[src/rtl/sram_ctrl.sv]
// Responder side of the CPU memory interface: arbitrates data loads/stores and
// instruction fetches onto one asynchronous 32-bit SRAM, with stall and ack handshake.
module sram_ctrl #(
    parameter int unsigned READ_CYCLES  = 2,
    parameter int unsigned WRITE_CYCLES = 2
) (
    input  logic        clk,
    input  logic        rst,
    input  logic [3:0]  ramOp_i,
    input  logic [19:0] dataAddr_i,
    input  logic [31:0] storeData_i,
    input  logic [3:0]  data_be_i,
    input  logic        inst_req_i,
    input  logic [19:0] instAddr_i,
    output logic [31:0] load_data_o,
    output logic [31:0] load_inst_o,
    output logic        data_ack_o,
    output logic        inst_ack_o,
    output logic        stall_o,
    output logic [19:0] sram_addr_o,
    output logic [31:0] sram_data_o,
    output logic        sram_data_oe_o,
    input  logic [31:0] sram_data_i,
    output logic        sram_ce_n_o,
    output logic        sram_oe_n_o,
    output logic        sram_we_n_o,
    output logic [3:0]  sram_be_n_o
);

    typedef enum logic [2:0] {
        IDLE,
        RD_DATA,
        RD_INST,
        WR_SETUP,
        WR_PULSE,
        WR_HOLD,
        ACK
    } state_t;

    localparam logic [3:0] RD_LOAD = 4'(READ_CYCLES - 1);
    localparam logic [3:0] WR_LOAD = 4'(WRITE_CYCLES - 1);

    state_t     r_state;
    logic [3:0] r_cnt;

    logic w_is_lw;
    logic w_is_sw;
    logic w_data_req;

    assign w_is_lw    = (ramOp_i == 4'h1);
    assign w_is_sw    = (ramOp_i == 4'h2);
    assign w_data_req = w_is_lw | w_is_sw;

    assign stall_o = (w_data_req & ~data_ack_o) | (inst_req_i & ~inst_ack_o);

    // Strobes are computed for the state being entered, so every SRAM pin is a flop output.
    always_ff @(posedge clk or negedge rst) begin
        if (!rst) begin
            r_state        <= IDLE;
            r_cnt          <= '0;
            load_data_o    <= '0;
            load_inst_o    <= '0;
            data_ack_o     <= 1'b0;
            inst_ack_o     <= 1'b0;
            sram_addr_o    <= '0;
            sram_data_o    <= '0;
            sram_data_oe_o <= 1'b0;
            sram_ce_n_o    <= 1'b1;
            sram_oe_n_o    <= 1'b1;
            sram_we_n_o    <= 1'b1;
            sram_be_n_o    <= '1;
        end else begin
            data_ack_o <= 1'b0;
            inst_ack_o <= 1'b0;
            case (r_state)
                IDLE: begin
                    if (w_is_lw) begin
                        r_state     <= RD_DATA;
                        r_cnt       <= RD_LOAD;
                        sram_addr_o <= dataAddr_i;
                        sram_ce_n_o <= 1'b0;
                        sram_oe_n_o <= 1'b0;
                        sram_be_n_o <= '0;
                    end else if (w_is_sw) begin
                        r_state        <= WR_SETUP;
                        sram_addr_o    <= dataAddr_i;
                        sram_data_o    <= storeData_i;
                        sram_data_oe_o <= 1'b1;
                        sram_ce_n_o    <= 1'b0;
                        sram_be_n_o    <= ~data_be_i;
                    end else if (inst_req_i) begin
                        r_state     <= RD_INST;
                        r_cnt       <= RD_LOAD;
                        sram_addr_o <= instAddr_i;
                        sram_ce_n_o <= 1'b0;
                        sram_oe_n_o <= 1'b0;
                        sram_be_n_o <= '0;
                    end
                end
                RD_DATA, RD_INST: begin
                    if (r_cnt == 4'd0) begin
                        if (r_state == RD_DATA) begin
                            load_data_o <= sram_data_i;
                            data_ack_o  <= 1'b1;
                        end else begin
                            load_inst_o <= sram_data_i;
                            inst_ack_o  <= 1'b1;
                        end
                        r_state     <= ACK;
                        sram_ce_n_o <= 1'b1;
                        sram_oe_n_o <= 1'b1;
                        sram_be_n_o <= '1;
                    end else begin
                        r_cnt <= r_cnt - 4'd1;
                    end
                end
                WR_SETUP: begin
                    r_state     <= WR_PULSE;
                    r_cnt       <= WR_LOAD;
                    sram_we_n_o <= 1'b0;
                end
                WR_PULSE: begin
                    if (r_cnt == 4'd0) begin
                        r_state     <= WR_HOLD;
                        sram_we_n_o <= 1'b1;
                    end else begin
                        r_cnt <= r_cnt - 4'd1;
                    end
                end
                WR_HOLD: begin
                    r_state        <= ACK;
                    data_ack_o     <= 1'b1;
                    sram_data_oe_o <= 1'b0;
                    sram_ce_n_o    <= 1'b1;
                    sram_be_n_o    <= '1;
                end
                ACK: begin
                    r_state <= IDLE;
                end
                default: begin
                    r_state <= IDLE;
                end
            endcase
        end
    end

endmodule
[config.mk]
export PLATFORM = sky130hd
export DESIGN_NAME = sram_ctrl
export DESIGN_NICKNAME = d
export VERILOG_FILES = /design/src/rtl/sram_ctrl.sv
export SDC_FILE = /design/constraint.sdc
export NUM_CORES = 1
export LEC_CHECK = 0
export CORE_ASPECT_RATIO = 0.6
export CORE_MARGIN = 2
export CORE_UTILIZATION = 25
export DETAILED_ROUTE_END_ITERATION = 8
export PLACE_DENSITY_LB_ADDON = 0.3
export SLEW_MARGIN = 10
export SYNTH_ARGS = -nofsm -noshare
export SYNTH_HDL_FRONTEND = slang
export SYNTH_SLANG_ARGS = --single-unit
[constraint.sdc]
create_clock -name clk -period 2.85 [get_ports clk]
set_input_delay 0.855 -clock clk [delete_from_list [all_inputs] [get_ports clk]]
set_output_delay 0.855 -clock clk [all_outputs]
set_load 0.05 [all_outputs]
After elaboration in Yosys (flattened, before gate mapping)
Index checks and enable logic that the tools add are counted.
- add/sub/neg operators: 1
- $mul: 0
- div/mod/pow operators: 0
- $lt $le $gt $ge: 0
- eq/ne operators: 15
- shifts and indexed selects: 0
- mux-type cells: 37
- bitwise logic cells: 9
- reductions and logical operators: 20
- operator list (cell ; number):
    $mux W20 ; 3
    $mux W4 ; 8
    $pmux W4 S3 ; 2
    $reduce_and A3 Y1 ; 6
    $mux W3 ; 5
    $pmux W3 S5 ; 1
    $mux W1 ; 13
    $ne A2 B2 Y1 const B ; 5
    $reduce_bool A3 Y1 ; 3
    $pmux W1 S2 ; 4
    $reduce_and A4 Y1 ; 2
    $eq A3 B2 Y1 const B ; 2
    $eq A3 B3 Y1 const B ; 2
    $ne A3 B3 Y1 const B ; 2
    $reduce_bool A2 Y1 ; 3
    $eq A4 B1 Y1 const B ; 1
    $eq A4 B2 Y1 const B ; 1
    $logic_not A4 Y1 ; 1
    $ne A4 B4 Y1 const B ; 1
    $not A1 Y1 ; 4
    $not A4 Y4 ; 1
    $reduce_and A2 Y1 ; 2
    $sub A4 B1 Y4 const B ; 1
    $eq A3 B1 Y1 const B ; 1
    other kinds (6) ; 8
- register bits: 133
- latch bits: 0
- memory bits (writable): 0
- ROM bits: 0
- output and inout port bits: 127
- memories kept: 0

Logic depth before layout (Yosys ltp)
Gate-level depths: netlist (run 1).
- word-level depth: 4
- mapped depth: 8
- mapped depth without buffers: 6

Worst setup path before layout (run 1)
No wires, ideal clock.
- path kind: input -> output
- start point: input port ramOp_i[0]
- end point: output port stall_o
- arrival: 1.888 ns
- data required time: 1.995 ns
- slack: 0.107 ns
- cell stages on the path: 3
- path through: xor2_1 > nand2_1 > o22ai_1
- word-level cells in the longest chain between the ends: 4
- ends and longest elaborated chain (what ; line ; RTL):
    from (decl) ; 9 ; input logic [3:0] ramOp_i,
    $eq A4 B1 Y1 / $eq A4 B2 Y1 (equally long branches) ; 50, 51 ;
    $or A1 B1 Y1 (*) ; 52 ; assign w_data_req = w_is_lw | w_is_sw;
    $and A1 B1 Y1 (*) ; 54 ; assign stall_o = (w_data_req & ~data_ack_o) | (inst_req_i & ~inst_ack_o);
    $or A1 B1 Y1 (*) ; 54 ;
    to (decl) ; 19 ; output logic stall_o,
Every way passes the cells marked *; elsewhere a longest branch is shown, timed or not.

Worst setup path in the final report (run 1)
- start point: input port ramOp_i[3]
- end point: output port stall_o
Same word-level chain as after synthesis.

==> results of run 1 <==
## state kept, by name, summed over array words and instances, names as in the netlist
name / count
load_data_o: 32
load_inst_o: 32
sram_data_o: 32
sram_addr_o: 20
r_cnt: 4
sram_be_n_o: 4
r_state: 3
data_ack_o: 1
inst_ack_o: 1
sram_ce_n_o: 1
sram_data_oe_o: 1
sram_oe_n_o: 1
sram_we_n_o: 1
## final timing paths
path	slack [ns]	cells past startpoint	endpoint
worst max-delay path	0.14	5	stall_o
worst min-delay path	0.40	1	load_data_o[1]
worst max register to register	0.40	6	load_data_o[4]
worst min register to register	0.50	2	sram_we_n_o
max in group asynchronous	1.75	2	sram_be_n_o[2]
min in group clk	0.50	2	sram_we_n_o
## cells in the final DEF, fill, tap and decap left out, drive strengths merged, types with 3 or more instances in the layout
master,Yosys,routed
o31ai,3,3
o21a,4,4
nor3,3,3
nand2,7,7
mux2i,4,4
nor2,15,15
o21ai,15,15
bufinv,0,3
clkbuf,10,22
a21oi,8,8
clkinv,0,5
mux2,136,136
clkdlybuf4s50,0,237
buf,11,17
dfstp,7,7
inv,6,6
dfrtp,126,126
## critical path, delay by kind of cell
family,cells,cell delay [ns]
AND/OR/NAND/NOR,2,0.24
AO/OA/AOI/OAI,1,0.15
buffers and inverters,2,0.62
## kinds of logic (layout without fill, tap and decap cells)
family                     Yosys count  in the layout  synth area share
AOI/OAI and AO/OA                   44             44            0.0503
and+or+nand+nor                     40             40            0.0356
muxes                              140            140             0.294
DFF                                133            133             0.583
buffers and inverters               27            293            0.0295
xor gates and xnor gates             2              2           0.00306
adders and majority gates            2              2           0.00437
## metrics by stage
| step | instances | area (µm²) |
|---|---|---|
| finish | 962 | 9170 |
| global route | 962 | 9170 |
| CTS | 962 | 9170 |
| detailed placement | 931 | 8560 |
| global placement | 931 | 8560 |
| floorplan | 388 | 5720 |
## cell type report
| cell class | instances | share of cell area |
|---|---|---|
| flip-flops and latches | 133 | 0.364 |
| repair buffers | 256 | 0.283 |
| multi-input cells | 228 | 0.244 |
| clock buffers | 22 | 0.0517 |
| well taps | 308 | 0.0420 |
| clock inverters | 9 | 0.0138 |
| inverters | 6 | 0.00246 |
## synth_stat cells (2+ instances only)
master / count / area (µm²)
o21a_1: 4 / 30.0
or2_2: 2 / 12.5
ha_1: 2 / 25.0
o31ai_1: 3 / 22.5
buf_2: 6 / 30.0
nand2b_1: 2 / 12.5
xor2_1: 2 / 17.5
a21oi_1: 8 / 40.0
buf_12: 3 / 60.1
mux2i_1: 4 / 40.0
mux2_4: 30 / 450
clkbuf_1: 10 / 37.5
o21ai_0: 15 / 75.1
inv_1: 6 / 22.5
nor3_1: 3 / 15.0
nor2_1: 15 / 56.3
dfrtp_1: 126 / 3150
or4_1: 2 / 15.0
nand2_1: 7 / 26.3
mux2_2: 106 / 1190
dfstp_2: 7 / 184
nand3_1: 2 / 10.0
o211ai_1: 2 / 15.0
or3_1: 2 / 12.5
## report_power, final
group / total (W) / leakage (nW) / internal [W] / switching (W)
Combinational: 0.00704 / 2.05 / 0.00271 / 0.00433
Sequential: 0.00343 / 1.59 / 0.00284 / 0.000586
Clock: 0.00223 / 0.296 / 0.00144 / 0.000798
## routing by layer
metal,up-vias,part of all wire,GRT usage
met5,-,0,0
met4,0,0.0080,0.0458
met3,9,0.12,0.0675
met2,203,0.43,0.193
met1,2015,0.45,0.172
li1,1909,-,-
## timing repair
item,4_1_cts,5_1_grt
pin swaps,0,3
gates resized for setup,1,2
setup endpoints to repair,1,1
==> flow_metrics.tcl, run 1 <==
set metrics [dict create \
    cp_max_fo 4 \
    core-area_mm2 0.0223 \
    hold_viol 0 \
    n_fill_cell 2080 \
    syn_area_per_cell_um2 14.8 \
    grt_max_degree 54 \
    hold_path.class "in2async" \
    synth_fp_nets 505 \
    p_leak_nw 3.93 \
    row_count 42 \
    areaGrowthSynthToFinish_pct 60.2 \
    worstSetupEndpointType "output port" \
    grt_pass1_wl_um 24300 \
    drt-vias-per-instance 4.30 \
    synth_ff_type "dfrtp_1" \
    setup_slack_ns 0.136 \
    first_pass_iters 4 \
    drt-total-wl_um 15800 \
    post-route-min-period_ns 2.71 \
    post-route-util 0.412 \
    vdd_drop_max_mv 0.721 \
    power_density_mw_per_mm2 1380 \
    clock_latency_ns 0.42 \
    drt-initial-drc-count 102 \
    worstMarginPinSlew_ns 0.596 \
    place.gp.congestion 0.819 \
    die_w_um 199 \
    cp_slowest_cell "clkdlybuf4s50_1" \
    skew_ns 0.0112 \
    start_util 0.257 \
    synth.distinct_cells 43 \
    async_reset_ff_frac 1.00 \
    num_antenna_cells 0 \
    syn_inst 388 \
    cts_hold_buf 0 \
    fin_crit_sh 0.952 \
    clk_pin_slew_ns 0.06 \
    setup.worst_path.class "in2out" \
    rr_startpoint "r_cnt[0]" \
    finalSetupTns_ns 0 \
    clk_path_buf_depth 2 \
    cts.sinks 133 \
    cts_setup_buffers 0 \
    critical_path_required_ns 2.00 \
    ys_seq_area_frac 0.583 \
    via_count 4136 \
    multi_input_area_mm2 0.00223 \
    crit_chain "clkdlybuf4s50_1, nor2_1, nand2_1, o22ai_2, buf_12" \
    grt_pass1_vias 4327 \
    antenna_left 0 \
    dp_hpwl_um 11500 \
    nNetsFinal 759 \
    start_kind "input pin" \
    synth_seq_cells 133 \
    cts-root-buf "clkbuf_16" \
    io_buffers 241 \
    cap_violations 0 \
    post-place-ws_ns -0.0718 \
    yosys_warnings 0 \
    cts_made_buffers 17 \
    synth-edff-count 0 \
    cp-startpoint "ramOp_i[3]" \
    slew_viol_final 0 \
    wl_per_cell_um 16.4 \
    rsz0062_at_grt "no" \
    io_pins 242 \
    overflow 0 \
    finalSetupViolCount 0 \
    die_area_mm2 0.0242 \
    regArea_mm2 0.00334 \
    total_power_w 0.0127 \
    cts_tree "built" \
    status "finished clean" \
    crit_path_max_incr_delay_ns 0.46 \
    holdWs_ns 0.401 \
    max_slew_margin 0.601 \
    drive_above_1_share 0.303 \
    grt_util_all_layers 0.134 \
    syn_area_mm2 0.00572 \
    die_h_um 121 \
    max_freq_ghz 0.369 \
    worst_ep_arrival_time_ns 1.86 \
    h-tree-depth 4 \
    drc 0 \
    antenna_found_initial 0 \
]
Power figures use the tool's default switching activity.
==> inputs of run 2 (changes only) <==
==> constraint.sdc (replaced) <==
create_clock -name clk -period 2.85 [get_ports clk]
set_input_delay 0.285 -clock clk [delete_from_list [all_inputs] [get_ports clk]]
set_output_delay 0.285 -clock clk [all_outputs]
set_load 0.05 [all_outputs]
==> run 2 against run 1 <==
Power hardly changed. Clock skew is 0.0015 ns lower. Setup slack better by 0.18 ns. Largest power group unchanged. Combinational power hardly changed. Via count is 0.70% lower.
==> flow_metrics.tcl, run 2 (synthesis results as in run 1) <==
set metrics [dict create \
    finalSetupTns_ns 0 \
    final_common_cell "clkdlybuf4s50_1" \
    final_cell_mix "clkdlybuf4s50_1, dfrtp_1, mux2_2, mux2_4, clkbuf_16" \
    die_area_mm2 0.0242 \
    reg_top3 "load_data_o x32, load_inst_o x32, sram_data_o x32" \
    cap_violations 0 \
    clk_path_buf_depth 2 \
    post-route-min-period_ns 2.53 \
    rsz0062_at_grt "no" \
    power_density_mw_per_mm2 1400 \
    vdd_drop_max_mv 0.703 \
    cts_tree "built" \
    final_cells 960 \
    seqPwrFrac 0.268 \
    io_pins 242 \
    worst_ep_arrival_time_ns 2.83 \
    holdWs_ns 0.424 \
    grt_util_all_layers 0.137 \
    power.share.combinational 0.552 \
    antenna_left 0 \
    placed_area_mm2 0.00848 \
    clk_pin_slew_ns 0.06 \
    start_kind "flop" \
    drt-total-wl_um 15900 \
    finalSetupViolCount 0 \
    drive_above_1_share 0.296 \
    critical_path_required_ns 3.15 \
    hold_viol 0 \
    grt_max_degree 62 \
    die_h_um 121 \
    power_switching_w 0.00575 \
    grt_pass1_wl_um 25000 \
    cts_resized 0 \
    setup.worst_path.class "reg2reg" \
    worstMarginPinSlew_ns 0.760 \
    total_power_w 0.0127 \
    drt-vias-per-instance 4.28 \
    max_slew_margin 0.493 \
    wl_per_cell_um 16.5 \
    antenna_found_initial 1 \
    p_leak_nw 3.87 \
    drc 0 \
    cp_max_fo 32 \
    slew_viol_final 0 \
    dp_cells 927 \
    die_w_um 199 \
    cts.sinks 133 \
    dp_hpwl_um 11300 \
    hold_path.class "in2async" \
    grt_pass1_vias 4427 \
    clock_latency_ns 0.42 \
    h-tree-depth 4 \
    start_util 0.257 \
    areaGrowthSynthToFinish_pct 59.0 \
    p_sw_frac 0.453 \
    fin_crit_sh 0.888 \
    cts-root-buf "clkbuf_16" \
    drt-initial-drc-count 126 \
    post-route-cell-area_mm2 0.00910 \
    worstSetupEndpointType "flop" \
    clockPowerShare 0.180 \
    intPower_w 0.00695 \
    cts_setup_buffers 0 \
    n_fill_cell 2075 \
    max_freq_ghz 0.395 \
    overflow 0 \
    r2r_cells 6 \
    skew_ns 0.00975 \
    status "finished clean" \
    core-area_mm2 0.0223 \
    io_buffers 241 \
    place.gp.congestion 0.827 \
    first_pass_iters 4 \
    via_count 4107 \
    row_count 42 \
    nNetsFinal 756 \
    cts_hold_buf 1 \
    cts_made_buffers 17 \
]
==> run 2: cell count changes in the layout (fill, tap and decap cells not counted), moves of 2 or more <==
cell,before,now
buf_12,5,1
clkdlybuf4s50_1,237,240
clkinv_2,4,1
clkinvlp_4,1,4
dlymetal6s2s_1,2,0
==> run 2: path summary, 6_finish.rpt <==
check                               start         endpoint  slack, ns
hold reg to reg            load_inst_o[6]   load_inst_o[6]       0.50
min in group clk           storeData_i[3]   sram_data_o[3]       0.48
max in group asynchronous             rst   sram_be_n_o[2]       1.71
setup reg to reg                 r_cnt[0]  load_data_o[14]       0.32
setup / recovery                 r_cnt[0]  load_data_o[14]       0.32
hold / removal                        rst   load_data_o[2]       0.42
==> run 2: critical path: stages, from the launching register on <==
cell and delay, ns:
dfrtp_1 0.43, inv_1 0.12, ha_1 0.17, or3b_1 0.47
or3_2 0.49, buf_4 0.34, mux2_4 0.38
==> run 2: layer usage <==
layer,wire [µm],GRT usage,part of all wire,vias to the layer above
met1,7210,0.175,0.45,2004
met3,1930,0.0753,0.12,14
met5,0,0,0,-
met2,6510,0.194,0.41,193
li1,-,-,-,1896
met4,234,0.0449,0.015,0
==> run 2: power by group through the flow <==
stage	Clock (W)	Combinational, W	Sequential (W)
2_1_floorplan	0	0.00167	0.00635
3_3_place_gp	0	0.00697	0.00340
3_5_place_dp	0	0.00705	0.00342
4_1_cts	0.00234	0.00706	0.00342
5_1_grt	0.00245	0.00732	0.00354
6_report	0.00228	0.00701	0.00341
==> run 2: layout make-up <==
cell class                 instances  area [µm²]  area share
clock inverter                    11         151      0.0166
clock buffer                      20         457      0.0502
antenna                            1        2.50    0.000275
tap                              308         385      0.0423
sequential                       133        3340       0.367
multi-input combinational        228        2230       0.245
inverter                           6        22.5     0.00247
timing repair buffer             253        2520       0.277
==> run 2: stage by stage <==
stage | setup WS, ns | util
5_1_grt | 0.245 | 0.408
6_report | 0.320 | 0.409
3_3_place_gp | 0.416 | 0.381
2_1_floorplan | 0.691 | -
4_1_cts | 0.327 | 0.408
3_5_place_dp | 0.338 | 0.381
